[config.mk]
export PLATFORM = sky130hd
export DESIGN_NAME = seq_mul_param
export DESIGN_NICKNAME = d
export VERILOG_FILES = /design/src/rtl/seq_mul_param.sv
export SDC_FILE = /design/constraint.sdc
export NUM_CORES = 1
export LEC_CHECK = 0
export BUFFER_PORTS_ARGS = -buffer_cell sky130_fd_sc_hd__clkbuf_2
export CORE_ASPECT_RATIO = 0.5
export CORE_MARGIN = 10
export CORE_UTILIZATION = 40
export CTS_BUF_LIST = sky130_fd_sc_hd__clkbuf_2
export DETAILED_ROUTE_END_ITERATION = 10
export GPL_ROUTABILITY_DRIVEN = 0
export PLACE_DENSITY_LB_ADDON = 0.2
export SLEW_MARGIN = 15
export SYNTH_ARGS = -nofsm -noshare
export SYNTH_HDL_FRONTEND = slang
export SYNTH_SLANG_ARGS = --single-unit
[constraint.sdc]
create_clock -name clk -period 2 [get_ports clk]
set_input_delay 0.4 -clock clk [delete_from_list [all_inputs] [get_ports clk]]
set_output_delay 0.4 -clock clk [all_outputs]
set_load 0.01 [all_outputs]
[src/rtl/seq_mul_param.sv]
// Parametrised sequential shift-add multiplier.
// Operands are reduced to magnitudes on start, multiplied over WIDTH iterations, and the
// sign is reapplied in a final FIX cycle. The product is held until the next FIX.
module seq_mul_param #(
  parameter int unsigned WIDTH = 8
) (
  input  logic               clk,
  input  logic               reset,
  input  logic               start,
  input  logic               signed_mode,
  input  logic [WIDTH-1:0]   a,
  input  logic [WIDTH-1:0]   b,
  output logic               busy,
  output logic               done,
  output logic [2*WIDTH-1:0] prod
);

  localparam int unsigned CntW = $clog2(WIDTH + 1);

  typedef enum logic [1:0] {
    StIdle,
    StRun,
    StFix
  } state_e;

  state_e             state_q, state_d;
  logic [WIDTH-1:0]   mag_a_q, mag_a_d;
  logic [WIDTH-1:0]   acc_hi_q, acc_hi_d;
  logic [WIDTH-1:0]   acc_lo_q, acc_lo_d;
  logic               neg_q, neg_d;
  logic [CntW-1:0]    cnt_q, cnt_d;
  logic               done_q, done_d;
  logic [2*WIDTH-1:0] prod_q, prod_d;

  logic [WIDTH-1:0]   in_mag_a, in_mag_b;
  logic [WIDTH:0]     sum;
  logic               add_c;
  logic [WIDTH-1:0]   add_hi;

  // Operand magnitudes; the most negative value maps onto 2^(W-1), which still fits.
  always_comb begin
    in_mag_a = a;
    in_mag_b = b;
    if (signed_mode && a[WIDTH-1]) in_mag_a = -a;
    if (signed_mode && b[WIDTH-1]) in_mag_b = -b;
  end

  // Conditional add of the multiplicand, carry kept for the shift.
  always_comb begin
    sum = {1'b0, acc_hi_q} + {1'b0, mag_a_q};
    if (acc_lo_q[0]) begin
      add_c  = sum[WIDTH];
      add_hi = sum[WIDTH-1:0];
    end else begin
      add_c  = 1'b0;
      add_hi = acc_hi_q;
    end
  end

  // Next-state logic for the FSM and datapath registers.
  always_comb begin
    state_d  = state_q;
    mag_a_d  = mag_a_q;
    acc_hi_d = acc_hi_q;
    acc_lo_d = acc_lo_q;
    neg_d    = neg_q;
    cnt_d    = cnt_q;
    prod_d   = prod_q;
    done_d   = 1'b0;
    case (state_q)
      StIdle: begin
        if (start) begin
          mag_a_d  = in_mag_a;
          acc_hi_d = '0;
          acc_lo_d = in_mag_b;
          neg_d    = signed_mode & (a[WIDTH-1] ^ b[WIDTH-1]);
          cnt_d    = CntW'(WIDTH);
          state_d  = StRun;
        end
      end
      StRun: begin
        acc_hi_d = {add_c, add_hi[WIDTH-1:1]};
        acc_lo_d = {add_hi[0], acc_lo_q[WIDTH-1:1]};
        cnt_d    = cnt_q - CntW'(1);
        // Last iteration is the one that brings the counter from 1 to 0.
        if (cnt_q == CntW'(1)) state_d = StFix;
      end
      StFix: begin
        prod_d  = neg_q ? -{acc_hi_q, acc_lo_q} : {acc_hi_q, acc_lo_q};
        done_d  = 1'b1;
        state_d = StIdle;
      end
      default: state_d = StIdle;
    endcase
  end

  // State and datapath registers, cleared asynchronously.
  always_ff @(posedge clk or negedge reset) begin
    if (!reset) begin
      state_q  <= StIdle;
      mag_a_q  <= '0;
      acc_hi_q <= '0;
      acc_lo_q <= '0;
      neg_q    <= 1'b0;
      cnt_q    <= '0;
      done_q   <= 1'b0;
      prod_q   <= '0;
    end else begin
      state_q  <= state_d;
      mag_a_q  <= mag_a_d;
      acc_hi_q <= acc_hi_d;
      acc_lo_q <= acc_lo_d;
      neg_q    <= neg_d;
      cnt_q    <= cnt_d;
      done_q   <= done_d;
      prod_q   <= prod_d;
    end
  end

  // Outputs straight from registers/state.
  always_comb begin
    busy = (state_q == StRun) || (state_q == StFix);
    done = done_q;
    prod = prod_q;
  end

endmodule

==> results.txt, run 1 <==
kind of critical path = reg -> reg
Hold WC Path Type = in -> reg
clk_lat worst skew = 0.45 ns
Die W = 140 um
worst IR drop on VDD = 485 uV
worst hold stages = 3
Worst EP required = 2.40 ns
DRT iter0 DRCs = 139
Max-Slew Margin vs Limit = 57.0%
Area Overhead vs Synth = 18.5%
Worst setup endpoint = acc_hi_q[5]
Async SR Flop Fraction = 100%
Max-cap violations = 0
status = finished with violations
die area = 0.0113 mm^2
Post-DP HPWL = 5.40 mm
# clock sinks = 48
Die H = 80.2 um
core area = 0.00686 mm^2
# IOs = 38
clk root buf = clkbuf_2
final hold viol count = 0
Routed WL = 7.02 mm
Static Leak = 1.64 nW
Cells after Synth = 323
most frequent cells in the layout = dfrtp_1 (48), clkbuf_2 (42), nand2_1 (39), a21oi_1 (32), o21ai_0 (30)
fin. max-slew vios = 0
gr usage total = 12.4%
vias in the first global route = 2,385
xor and xnor area share after synthesis = 7.84%
Setup violations, final = 1
fmax = 496 MHz
share of layout cells above drive strength 1 = 22.2%
via count = 2,447
PortBufs = 37
area of the multi-input gates = 0.00164 mm^2
Syn Area/Cell = 8.99 um^2
synth warn = 0
antenna violations before repair = 0
Clock Tree Buf Depth = 2
hold_ws = 0.218 ns
unrepaired setup endpoints after global routing = yes
Syn Nets = 360
first-pass GRT wire length = 11.7 mm
Reg2Reg Depth = 7
Worst R2R End = acc_hi_q[5]
critical path arrival = 2.41 ns
Num CTS Buffers = 5
crit start category = flop
synth unique cells = 41
largest net degree at the start of global routing = 49
largest family of logic cells by synthesized area = compound AO/OA/AOI/OAI gates
Final ANT Viol Nets = 0
worst r2r src = acc_hi_q[0]
post-synthesis compound-gate area fraction = 19.6%
Ant. Diodes = 0
Worst Setup End Kind = flop
#FFs+latches synth = 48
H-tree levels = 2
ys flop type = dfrtp_1
Final #Nets = 415
pre-CTS setup slack = 0.0161 ns
Tot Pwr = 4.95 mW
Overflow after GRT = 0
clock slew seen by the registers of the worst setup and hold paths = 0.27 ns
part of the Yosys area used for sequential elements = 41.4%
commonest non-fill, non-tap cell in the layout = dfrtp_1
vias per cell = 5.20
Simple-Gate Fraction of Synth Area = 15.2%
# rows = 21
fill cell count = 658
Sequential Area = 0.00120 mm^2
initial core utilization = 42.3%
met3 Usage GRT = 3.41%
Tmin final = 2.01 ns
multiplexer area fraction after synthesis = 4.66%
DRC = 0
wire per inst = 14.9 um
PnR worst setup slack = -0.0149 ns
Post-synth EDFFs = 0
Tightest Pin Transition = 0.646 ns
GR Util met1 = 17.7%
reg2reg setup slack = -0.01 ns
Synth Cell Area = 0.00290 mm^2
crit path max fanout = 3
Power Dens Cells = 1440 mW/mm^2
met2 Use GR = 17.8%
Setup crit start = acc_hi_q[0]
fin util = 50.2%
DRT Pass-1 Iters = 4
GRT busiest layer = met2
Final Skew = 0.0234 ns
Synth Area in Adders = 7.59%
final period utilization = 101%
CTS tree = yes
setup_tns = -0.0149 ns
failing checks = negative setup slack
repair_timing:
action                                 4_1_cts  5_1_grt
endpoints found under the hold margin        0        4
hold buffers                                 0        1
setup endpoints to repair                    3        7
setup buffers                                2        2
pin swaps                                    0        6
gates resized for setup                      3        8
worst max-delay path, cell delays in order, from the launching register on:
cell and delay [ns]:
dfrtp_1 0.48, ha_1 0.22, fa_2 0.36, a211oi_2 0.17, o21bai_1 0.09, a21o_1 0.21
or3_1 0.35, nand3_1 0.09
Yosys cell counts, types with 2 or more instances:
library cell  instances  share of area (%)
xor2_1               18                5.4
o21ai_0              33                5.7
nor2b_1               2               0.43
o41ai_1               4                1.2
xnor2_1               8                2.4
nand3_1               7                1.2
a21o_1                5                1.3
ha_1                 16                6.9
a32oi_1               3               0.91
a31oi_1               2               0.43
or3_1                 6                1.3
a21oi_1              32                5.5
nand2_1              39                5.0
nor3_1                6                1.0
mux2_2                4                1.6
a211oi_1              4                1.0
clkbuf_1             13                1.7
dfrtp_1              48                 41
or4_4                 2               0.78
o31ai_1               4                1.0
nand2b_1              3               0.65
mux2i_1               9                3.1
and3_1                2               0.43
inv_1                11                1.4
o21bai_1              3               0.78
nor2_1               24                3.1
cells by family (layout without fill, tap and decap cells):
kind of cell | count (synthesis) | count (layout)
buffers and inverters | 27 | 83
AO/OA/AOI/OAI | 96 | 96
flip-flops | 48 | 48
multiplexers | 13 | 13
XOR/XNOR | 26 | 26
adder cells (fa/ha/maj) | 17 | 17
AND/OR/NAND/NOR | 96 | 96
stage by stage:
| stage | instances | instance area, um^2 |
|---|---|---|
| finish | 471 | 3440 |
| global route | 471 | 3440 |
| CTS | 468 | 3380 |
| detailed placement | 458 | 3310 |
| global placement | 458 | 3310 |
| floorplan | 323 | 2910 |
metal layers:
metal	vias to the layer above	wire, um
met5	-	0
met4	0	59
met3	5	342
met2	48	2830
met1	1139	3780
li1	1255	-
cell type report:
cell class              instances  share of cell area, %
clock inverters                 3                  0.545
inverters                      12                   1.31
well taps                      92                   3.35
clock buffers                   5                  0.727
multi-input cells             248                   47.6
repair buffers                 63                   11.6
flip-flops and latches         48                   34.9
where the power goes:
part / internal (mW) / leakage (nW) / switching (mW)
combinational: 1.24 / 1.02 / 1.51
sequential: 1.39 / 0.599 / 0.394
clock: 0.0807 / 0.0226 / 0.336
total: 2.71 / 1.64 / 2.23
worst min-delay path by stage:
stage | start | end | slack [ns]
floorplan | reset | acc_hi_q[0] | 0.10
global placement | mag_a_q[0] | mag_a_q[0] | 0.47
detailed placement | mag_a_q[6] | mag_a_q[6] | 0.49
CTS | reset | acc_hi_q[4] | 0.0009
global route | a[6] | mag_a_q[6] | 0.22
finish | a[7] | mag_a_q[7] | 0.22
registers in the layout, summed over array words and instances (netlist names):
register / count
prod: 16
acc_hi_q: 8
acc_lo_q: 8
mag_a_q: 8
cnt_q: 4
state_q: 2
done: 1
neg_q: 1
No activity file was read; power rests on OpenSTA's default activity.
==> run 2: changes to the inputs <==
CORE_UTILIZATION = 51   (was 40)
PLACE_DENSITY = 0.75   (was unset)
PLACE_DENSITY_LB_ADDON = unset   (was 0.2)
==> results.txt, run 2 (same netlist as run 1, synthesis figures left out) <==
# rows = 19 (was 21)
Worst setup endpoint = prod[15] (was acc_hi_q[5])
Worst EP required = 2.35 ns (was 2.40 ns)
PortBufs = 37 (unchanged)
most frequent cells in the layout = dfrtp_1 (48), clkbuf_2 (42), nand2_1 (39), a21oi_1 (31), o21ai_0 (31) (was dfrtp_1 (48), clkbuf_2 (42), nand2_1 (39), a21oi_1 (32), o21ai_0 (30))
number of flip-flops in the largest register = 16 (unchanged)
# IOs = 38 (unchanged)
crit-path max cell delay = 0.55 ns (was 0.48 ns)
Routed WL = 7.06 mm (was 7.02 mm)
vias in the first global route = 2,522 (was 2,385)
Power Dens Cells = 1480 mW/mm^2 (was 1440 mW/mm^2)
# clock sinks = 48 (unchanged)
Tightest Pin Transition = 0.572 ns (was 0.646 ns)
unrepaired setup endpoints after global routing = yes (unchanged)
worst r2r src = acc_hi_q[2] (was acc_hi_q[0])
clk_lat worst skew = 0.44 ns (was 0.45 ns)
reg2reg setup slack = -0.01 ns (about the same)
first-pass GRT wire length = 11.9 mm (was 11.7 mm)
Area Overhead vs Synth = 17.5% (was 18.5%)
Max-cap violations = 0 (unchanged)
PnR worst setup slack = -0.0114 ns (was -0.0149 ns)
Die H = 73.3 um (was 80.2 um)
CTS tree = yes (unchanged)
Post-DP HPWL = 5.36 mm (was 5.40 mm)
crit path max fanout = 4 (was 3)
Buf/Inv on CP = 0 (unchanged)
Final #Nets = 411 (was 415)
commonest non-fill, non-tap cell in the layout = dfrtp_1 (unchanged)
critical path's top delay family = simple AND/OR/NAND/NOR gates (was adder cells)
failing checks = negative setup slack (unchanged)
final hold viol count = 0 (unchanged)
Clock Tree Buf Depth = 2 (unchanged)
share of layout cells above drive strength 1 = 21.9% (was 22.2%)
kind of critical path = reg -> reg (unchanged)
Tmin final = 2.01 ns (about the same)
worst IR drop on VDD = 661 uV (was 485 uV)
Final Skew = 0.0253 ns (was 0.0234 ns)
DRT Pass-1 Iters = 4 (unchanged)
core area = 0.00549 mm^2 (was 0.00686 mm^2)
Max-Slew Margin vs Limit = 61.9% (was 57.0%)
Die W = 127 um (was 140 um)
Setup crit start = acc_hi_q[2] (was acc_hi_q[0])
Final ANT Viol Nets = 0 (unchanged)
Setup violations, final = 2 (was 1)
Final Non-Filler Cells = 448 (was 471)
fin. max-slew vios = 0 (unchanged)
worst hold stages = 3 (unchanged)
status = finished with violations (unchanged)
dpl cells = 437 (was 458)
via count = 2,498 (was 2,447)
die area = 0.00929 mm^2 (was 0.0113 mm^2)
critical path, cell by cell = or4_4, or4_4, o31ai_4, xor2_1, a21oi_1 (was ha_1, fa_2, a211oi_2, o21bai_1, a21o_1, or3_1, nand3_1)
critical path arrival = 2.36 ns (was 2.41 ns)
Tot Pwr = 5.06 mW (was 4.95 mW)
crit start category = flop (unchanged)
Reg2Reg Depth = 5 (was 7)
DRC = 0 (unchanged)
H-tree levels = 2 (unchanged)
DRT iter0 DRCs = 299 (was 139)
gr usage total = 15.3% (was 12.4%)
Hold WC Path Type = in -> reg (unchanged)
largest net degree at the start of global routing = 32 (was 49)
Static Leak = 1.64 nW (about the same)
setup_tns = -0.0174 ns (was -0.0149 ns)
vias per cell = 5.58 (was 5.20)
initial core utilization = 52.9% (was 42.3%)
Num CTS Buffers = 5 (unchanged)
final period utilization = 101% (about the same)
Overflow after GRT = 0 (unchanged)
Ant. Diodes = 0 (unchanged)
wire per inst = 15.8 um (was 14.9 um)
fmax = 497 MHz (was 496 MHz)
WP depth = 5 (was 7)
pre-CTS setup slack = -0.0187 ns (was 0.0161 ns)
clk root buf = clkbuf_2 (unchanged)
antenna violations before repair = 0 (unchanged)
CP max-delay cell = or4_4 (was dfrtp_1)
most used cell, CP = or4_4
Worst R2R End = prod[15] (was acc_hi_q[5])
clock slew seen by the registers of the worst setup and hold paths = 0.26 ns (was 0.27 ns)
Worst Setup End Kind = flop (unchanged)
fill cell count = 480 (was 658)
[run 2: cell count changes in the layout (fill, tap and decap cells not counted), moves of 2 or more]
cell	change
a211oi_1	-2
a211oi_2	+2
buf_4	-3
o21ai_2	-2
o41ai_1	+2
o41ai_2	-2
[run 2: final cells by class]
| type | count | area [um^2] | area share, % |
|---|---|---|---|
| Sequential cell | 48 | 1200 | 35.2 |
| Clock buffer | 5 | 25.0 | 0.734 |
| Multi-Input combinational cell | 248 | 1640 | 48.0 |
| Inverter | 12 | 45.0 | 1.32 |
| Timing Repair Buffer | 59 | 365 | 10.7 |
| Clock inverter | 3 | 46.3 | 1.36 |
| Tap cell | 73 | 91.3 | 2.68 |
[run 2: report_power, final]
| part | leakage, nW | internal (mW) | total [mW] | switching (mW) |
|---|---|---|---|---|
| logic | 0.996 | 1.20 | 2.74 | 1.54 |
| clock network | 0.0396 | 0.215 | 0.544 | 0.328 |
| registers | 0.599 | 1.39 | 1.77 | 0.383 |
[run 2: how the worst min path moves through the flow]
stage | startpoint | end | slack (ns)
global route | start | acc_lo_q[7] | 0.26
global placement | reset | mag_a_q[2] | 0.39
detailed placement | reset | mag_a_q[2] | 0.41
finish | a[6] | mag_a_q[6] | 0.25
floorplan | reset | acc_hi_q[0] | 0.10
CTS | a[6] | mag_a_q[6] | 0.24
[run 2: timing repair]
action,4_1_cts,5_1_grt
hold buffers,1,0
pin swaps,1,3
endpoints found under the hold margin,18,0
gates resized for setup,4,6
setup endpoints to repair,4,10
buffers inserted,1,1
[run 2: worst reg2reg max path, stage by stage, from the launching register on]
cell     delay, ns
dfrtp_1       0.44
or4_4         0.55
or4_4         0.45
o31ai_4       0.24
xor2_1        0.16
a21oi_1       0.08
[run 2: routing by layer]
| metal | part of all wire [%] | global-route usage (%) | up-vias | wire length, um |
|---|---|---|---|---|
| met5 | 0 | 0 | - | 0 |
| met4 | 1.6 | 4.52 | 0 | 116 |
| met3 | 8.3 | 3.88 | 14 | 588 |
| met2 | 44 | 24.7 | 77 | 3140 |
| met1 | 46 | 19.9 | 1163 | 3220 |
| li1 | - | - | 1244 | - |
[run 2: through the flow]
step / hold slack (ns) / utilization (%) / instance area [um^2]
4_1_cts: 0.242 / 61.6 / 3380
3_3_place_gp: 0.392 / 59.6 / 3270
2_1_floorplan: 0.104 / - / 2910
6_report: 0.255 / 62.1 / 3410
5_1_grt: 0.259 / 62.1 / 3410
3_5_place_dp: 0.407 / 59.6 / 3270
